===== src/rtl/rv32_pipeline_pkg.sv =====
// Shared types for the RV32 pipeline memory arbiter: FSM state, bus owner and the latched request.
package rv32_pipeline_pkg;

  typedef logic [31:0] word_t;

  typedef enum logic [1:0] {
    ARB_IDLE = 2'd0,
    ARB_REQ  = 2'd1,
    ARB_RSP  = 2'd2
  } arb_state_t;

  typedef enum logic [1:0] {
    OWN_NONE = 2'd0,
    OWN_IF   = 2'd1,
    OWN_DM   = 2'd2
  } arb_owner_t;

  typedef struct packed {
    word_t      addr;
    logic       we;
    word_t      wdata;
    logic [3:0] wstrb;
  } mem_req_t;

  // Bit positions inside the one-hot grant vector.
  localparam int GNT_IF = 0;
  localparam int GNT_DM = 1;

  // A fetch never writes, so its write enable, data and strobes are all zero.
  function automatic mem_req_t fetch_req(input word_t addr);
    mem_req_t req;
    req.addr  = addr;
    req.we    = 1'b0;
    req.wdata = 32'h0000_0000;
    req.wstrb = 4'h0;
    return req;
  endfunction

endpackage


===== src/rtl/rv32_arb_grant.sv =====
// Priority select between fetch and data requests; data wins unless the optional starve guard
// (macro RV32_ARB_STARVE_GUARD_EN) has counted STARVE_LIMIT data grants past a waiting fetch.
module rv32_arb_grant
  import rv32_pipeline_pkg::*;
#(
  parameter int STARVE_LIMIT = 4
) (
`ifdef RV32_ARB_STARVE_GUARD_EN
  input  logic       clk,
  input  logic       rst_n,
`endif
  input  logic       i_grant_en,
  input  logic       i_if_valid,
  input  logic       i_dm_valid,
  output logic [1:0] o_grant
);

  logic w_force_if;

`ifdef RV32_ARB_STARVE_GUARD_EN
  localparam int CNT_W = $clog2(STARVE_LIMIT + 1);

  logic [CNT_W-1:0] r_starve_cnt;

  assign w_force_if = (r_starve_cnt >= CNT_W'(STARVE_LIMIT));

  // Count data grants that bypassed a pending fetch; any fetch grant clears it.
  always_ff @(posedge clk or negedge rst_n) begin
    if (!rst_n) begin
      r_starve_cnt <= {CNT_W{1'b0}};
    end else if (o_grant[GNT_IF]) begin
      r_starve_cnt <= {CNT_W{1'b0}};
    end else if (o_grant[GNT_DM] && i_if_valid) begin
      r_starve_cnt <= r_starve_cnt + CNT_W'(1'b1);
    end else begin
      r_starve_cnt <= r_starve_cnt;
    end
  end
`else
  assign w_force_if = 1'b0;
`endif

  // One-hot grant, only while the arbiter is free.
  always_comb begin
    o_grant = 2'b00;
    if (i_grant_en) begin
      if (i_dm_valid && !(w_force_if && i_if_valid)) begin
        o_grant[GNT_DM] = 1'b1;
      end else if (i_if_valid) begin
        o_grant[GNT_IF] = 1'b1;
      end else begin
        o_grant = 2'b00;
      end
    end else begin
      o_grant = 2'b00;
    end
  end

endmodule


===== src/rtl/rv32_mem_arbiter.sv =====
// Shares one single-port memory bus between instruction fetch and load/store, one transaction at a time.
// Optional fetch anti-starvation is enabled with macro RV32_ARB_STARVE_GUARD_EN.
module rv32_mem_arbiter
  import rv32_pipeline_pkg::*;
#(
  parameter int STARVE_LIMIT = 4,
  parameter int ADDR_W       = 32
) (
  input  logic              clk,
  input  logic              rst_n,
  input  logic              if_req_valid,
  input  logic [ADDR_W-1:0] if_req_addr,
  output logic              if_req_ready,
  output logic              if_rsp_valid,
  output logic [31:0]       if_rsp_data,
  input  logic              dm_req_valid,
  input  logic [ADDR_W-1:0] dm_req_addr,
  input  logic              dm_req_we,
  input  logic [31:0]       dm_req_wdata,
  input  logic [3:0]        dm_req_wstrb,
  output logic              dm_req_ready,
  output logic              dm_rsp_valid,
  output logic [31:0]       dm_rsp_data,
  output logic              bus_req_valid,
  output logic [ADDR_W-1:0] bus_req_addr,
  output logic              bus_req_we,
  output logic [31:0]       bus_req_wdata,
  output logic [3:0]        bus_req_wstrb,
  input  logic              bus_req_ready,
  input  logic              bus_rsp_valid,
  input  logic [31:0]       bus_rsp_data
);

  arb_state_t r_state;
  arb_state_t w_state_nxt;
  arb_owner_t r_owner;
  mem_req_t   r_req;
  logic       r_bus_valid;
  logic       r_if_rsp_valid;
  logic       r_dm_rsp_valid;
  word_t      r_if_rsp_data;
  word_t      r_dm_rsp_data;
  logic [1:0] w_grant;
  logic       w_bus_hs;
  logic       w_rsp_done;

  rv32_arb_grant #(.STARVE_LIMIT(STARVE_LIMIT)) u_grant (
`ifdef RV32_ARB_STARVE_GUARD_EN
    .clk        (clk),
    .rst_n      (rst_n),
`endif
    .i_grant_en (r_state == ARB_IDLE),
    .i_if_valid (if_req_valid),
    .i_dm_valid (dm_req_valid),
    .o_grant    (w_grant)
  );

  assign if_req_ready = w_grant[GNT_IF];
  assign dm_req_ready = w_grant[GNT_DM];
  assign w_bus_hs     = (r_state == ARB_REQ) && r_bus_valid && bus_req_ready;
  assign w_rsp_done   = (r_state == ARB_RSP) && bus_rsp_valid;

  // Next-state decode; stray bus responses outside RSP are ignored.
  always_comb begin
    w_state_nxt = r_state;
    case (r_state)
      ARB_IDLE: begin
        if (|w_grant) w_state_nxt = ARB_REQ;
        else          w_state_nxt = ARB_IDLE;
      end
      ARB_REQ: begin
        if (w_bus_hs) w_state_nxt = ARB_RSP;
        else          w_state_nxt = ARB_REQ;
      end
      ARB_RSP: begin
        if (w_rsp_done) w_state_nxt = ARB_IDLE;
        else            w_state_nxt = ARB_RSP;
      end
      default: w_state_nxt = ARB_IDLE;
    endcase
  end

  // State register.
  always_ff @(posedge clk or negedge rst_n) begin
    if (!rst_n) r_state <= ARB_IDLE;
    else        r_state <= w_state_nxt;
  end

  // Latch the granted request and owner; bus valid holds until the bus takes it.
  always_ff @(posedge clk or negedge rst_n) begin
    if (!rst_n) begin
      r_req       <= {$bits(mem_req_t){1'b0}};
      r_owner     <= OWN_NONE;
      r_bus_valid <= 1'b0;
    end else if (w_grant[GNT_DM]) begin
      r_req       <= '{addr: word_t'(dm_req_addr), we: dm_req_we,
                       wdata: dm_req_wdata, wstrb: dm_req_wstrb};
      r_owner     <= OWN_DM;
      r_bus_valid <= 1'b1;
    end else if (w_grant[GNT_IF]) begin
      r_req       <= fetch_req(word_t'(if_req_addr));
      r_owner     <= OWN_IF;
      r_bus_valid <= 1'b1;
    end else if (w_bus_hs) begin
      r_bus_valid <= 1'b0;
    end else if (w_rsp_done) begin
      r_owner     <= OWN_NONE;
    end else begin
      r_bus_valid <= r_bus_valid;
    end
  end

  // Route the bus response to its owner as a one-cycle pulse; stores return zero.
  always_ff @(posedge clk or negedge rst_n) begin
    if (!rst_n) begin
      r_if_rsp_valid <= 1'b0;
      r_dm_rsp_valid <= 1'b0;
      r_if_rsp_data  <= 32'h0000_0000;
      r_dm_rsp_data  <= 32'h0000_0000;
    end else begin
      r_if_rsp_valid <= 1'b0;
      r_dm_rsp_valid <= 1'b0;
      if (w_rsp_done && (r_owner == OWN_IF)) begin
        r_if_rsp_valid <= 1'b1;
        r_if_rsp_data  <= bus_rsp_data;
      end else if (w_rsp_done && (r_owner == OWN_DM)) begin
        r_dm_rsp_valid <= 1'b1;
        r_dm_rsp_data  <= r_req.we ? 32'h0000_0000 : bus_rsp_data;
      end else begin
        r_if_rsp_data  <= r_if_rsp_data;
        r_dm_rsp_data  <= r_dm_rsp_data;
      end
    end
  end

  assign bus_req_valid = r_bus_valid;
  assign bus_req_addr  = r_req.addr[ADDR_W-1:0];
  assign bus_req_we    = r_req.we;
  assign bus_req_wdata = r_req.wdata;
  assign bus_req_wstrb = r_req.wstrb;
  assign if_rsp_valid  = r_if_rsp_valid;
  assign if_rsp_data   = r_if_rsp_data;
  assign dm_rsp_valid  = r_dm_rsp_valid;
  assign dm_rsp_data   = r_dm_rsp_data;

endmodule


===== config.mk =====
export PLATFORM = sky130hd
export DESIGN_NAME = rv32_mem_arbiter
export DESIGN_NICKNAME = d
export VERILOG_FILES = /design/src/rtl/rv32_pipeline_pkg.sv /design/src/rtl/rv32_arb_grant.sv /design/src/rtl/rv32_mem_arbiter.sv
export SDC_FILE = /design/constraint.sdc
export NUM_CORES = 1
export LEC_CHECK = 0
export ABC_AREA = 1
export ABC_CLOCK_PERIOD_IN_PS = 1500
export CORE_ASPECT_RATIO = 0.6
export CORE_UTILIZATION = 42
export DETAILED_ROUTE_END_ITERATION = 16
export GPL_ROUTABILITY_DRIVEN = 0
export PLACE_DENSITY = 0.8
export SYNTH_ARGS = -nofsm -noshare
export SYNTH_HDL_FRONTEND = slang
export SYNTH_HIERARCHICAL = 1
export SYNTH_SLANG_ARGS = --single-unit

===== constraint.sdc =====
create_clock -name clk -period 1.5 [get_ports clk]
set_input_delay 0.45 -clock clk [delete_from_list [all_inputs] [get_ports clk]]
set_output_delay 0.45 -clock clk [all_outputs]
set_load 0.01 [all_outputs]

==> flow_summary.toml <==
[die]
die-area_mm2 = 0.0153
die_x_um = 159
die_h_um = 96.2
design.core.area_mm2 = 0.0145
ios = 277
start_util_pct = 43.0
num_rows = 34

[drt]
drt_wl_total_mm = 20.7
drc = 0
drt-initial-drc-count = 335
avgRoutedWirePerCell_um = 17.1
first_pass_iters = 5
vias = 5934
vias_per_cell = 4.88
final_antenna_net_count = 0

[timing]
fmax_mhz = 562
grt_setup_unrepaired = "true"
setup_viol = 71
slew_headroom_pct = 74.2
period_minus_slack_ns = 1.78
tns_ns = -6.63
clock_skew_ns = 0.0144
hold_violations = 0
fin_ws_ns = -0.279
finalMaxSlewViolations = 0
tightestPinTransition_ns = 0.386
finalCritPeriodShare_pct = 119

[synth]
yosysMostFrequentCell = "nand2_1"
synth_top_family_by_area = "simple AND/OR/NAND/NOR gates"
synth_compound_area_share_pct = 14.0
ys_seq_elements = 140
syn_area_mm2 = 0.00621
synth_adder_area_share_pct = 0
synthTopCellsByCount = "231 x nand2_1, 140 x dfrtp_1, 101 x inv_1"
postSynthAreaPerCell_um2 = 8.94
yosys-top-cells-area = "dfrtp_1 56%, nand2_1 14%, o21bai_1 6.6%, inv_1 6.1%, a22o_1 5.2%"
yosys_warnings = 6
ys_types = 21
syn_nets = 834
synth-async-reset-ratio_pct = 100
ys.flop_type = "dfrtp_1"
synth_edf_count = 0
synth-simple-area-share_pct = 19.9
muxShareOfSynthArea_pct = 0
ys_seq_area_share_pct = 56.4
yosys.area.top_type = "dfrtp_1"
synth_xor_area_share_pct = 0
synth_top_area_share_pct = 56.4
synthCells = 695

[clock_network]
clk_latency_ns = 0.41
root_buffer = "clkbuf_16"
cts_max_level = 4
cts_made_buffers = 17
cts_tree = "built"
clock_path_buffers = 2
cts.sinks = 140
clk_pin_slew_ns = 0.06

[global_routing]
grt_pass1_vias = 5822
grt_max_degree = 41
overflow = 0
grt_pass1_wl_mm = 31.4
grt_use_total_pct = 26.7
antenna_found_initial = 0

[run]
maxCapViolCount = 0

[pwr]
power.density_mw_per_mm2 = 2020
leakage_nw = 5.31
p_total_mw = 20.6
ir_drop_mv = 0.990

[worst_setup_path]
worstPathArrival_ns = 1.33
slowest_stage = "dfrtp_1"
path_max_fanout = 3
cp_slowest_stage_delay_ns = 0.38
crit_chain = "nor2_1 > buf_4 > nand2_4 > nor2_4 > buf_2"
startpoint_type = "register"
crit_required_ns = 1.05
r2r_cells = 11
cp-end-kind = "output port"
crit_type = "register to output port"

[final_layout]
multi_input_area_mm2 = 0.00245
num_antenna_cells = 0
regArea_mm2 = 0.00350
area_growth_syn_to_layout_pct = 63.9
nets = 1144
fill_cells = 1098
layout-drive-gt1-share_pct = 28.3
final_util_pct = 70.4

[placed_design]
port_buffers = 276
dp_hpwl_mm = 12.4

[run_status]
status = "finished, violations left"
violations = "negative setup slack"

[hold_path]
min_path_type = "register to register"
holdPathStages = 2
repair_timing:
action | in CTS | in global routing
setup buffers | 13 | 11
hold buffers | 1 | 0
pin swaps | 9 | 2
endpoints found under the hold margin | 22 | 0
resized for setup | 392 | 159
endpoints found under the setup margin | 174 | 182
cloned | 9 | 2
through the flow:
step	hold slack, ns	instance area [um2]	cells	setup slack, ns
after CTS	0.498	10500	1206	-0.296
after global placement	0.346	9310	1152	-0.540
after floorplan	0.154	6210	695	0.0763
final	0.499	10200	1216	-0.279
after global routing	0.521	10200	1216	-0.341
after detailed placement	0.348	9310	1152	-0.568
flip-flops by register name, indices dropped and copies added, names as in the netlist:
name	cells
bus_req_addr	32
dm_rsp_valid	1
if_rsp_data	32
r_owner	2
bus_req_wdata	32
bus_req_wstrb	4
dm_rsp_data	32
bus_req_valid	1
bus_req_we	1
if_rsp_valid	1
r_state	2
final cells by class:
| type | count | share of cell area, % |
|---|---|---|
| repair buffers | 332 | 29.3 |
| flip-flops and latches | 140 | 34.4 |
| well taps | 198 | 2.43 |
| clock inverters | 12 | 1.57 |
| multi-input cells | 412 | 24.1 |
| clock buffers | 20 | 4.39 |
| inverters | 102 | 3.78 |
cells by family (layout without fill, tap and decap cells):
kind of cell,count (synthesis),count (layout)
AND/OR/NAND/NOR,307,307
flip-flops,140,140
buffers and inverters,143,466
AO/OA/AOI/OAI,105,105
report_power, final:
part / internal, mW / leakage [nW] / switching [mW]
Combinational: 4.62 / 3.37 / 4.98
Sequential: 5.55 / 1.66 / 1.08
Clock: 2.68 / 0.284 / 1.68
placed cells by master (no fill, tap or decap), types with 2 or more instances in the layout:
cell type	Yosys	layout
a22o_1	37	37
buf_12	0	12
buf_16	0	8
buf_2	17	31
buf_4	3	26
buf_6	5	7
buf_8	0	2
bufinv_16	0	3
clkbuf_1	9	2
clkbuf_16	0	19
clkbuf_2	0	86
clkdlybuf4s15_1	0	17
clkdlybuf4s15_2	0	3
clkdlybuf4s50_1	0	137
clkinvlp_4	0	4
dfrtp_1	140	140
inv_1	101	99
inv_2	1	2
inv_6	0	3
nand2_1	231	195
nand2_2	2	13
nand2_4	0	25
nand3_1	33	9
nand3_2	0	24
nor2_1	34	34
nor2_4	2	5
o21ai_0	2	2
o21bai_1	55	55
o21bai_2	10	10
final timing paths:
kind	startpoint	to	slack, ns
setup / recovery	r_state[1]	if_req_ready	-0.28
max in group asynchronous	rst_n	bus_req_wdata[29]	0.46
min in group asynchronous	rst_n	bus_req_wdata[26]	0.52
hold / removal	bus_req_addr[28]	bus_req_addr[28]	0.50
setup reg to reg	r_state[1]	bus_req_addr[28]	-0.16
hold reg to reg	bus_req_addr[28]	bus_req_addr[28]	0.50
critical path, delay by kind of cell, from the launching register on:
| family | cells | cell delay, ns |
|---|---|---|
| DFF | 1 | 0.38 |
| buffers and inverters | 2 | 0.29 |
| and+or+nand+nor | 3 | 0.27 |
per-layer routing:
metal	wire length (um)	up-vias	GRT usage, %
li1	-	2783	-
met1	9160	2847	34.8
met2	9740	271	44.7
met3	1460	33	6.59
met4	376	0	7.93
met5	0	-	0
Note: power is estimated with default switching activity, not from simulation.
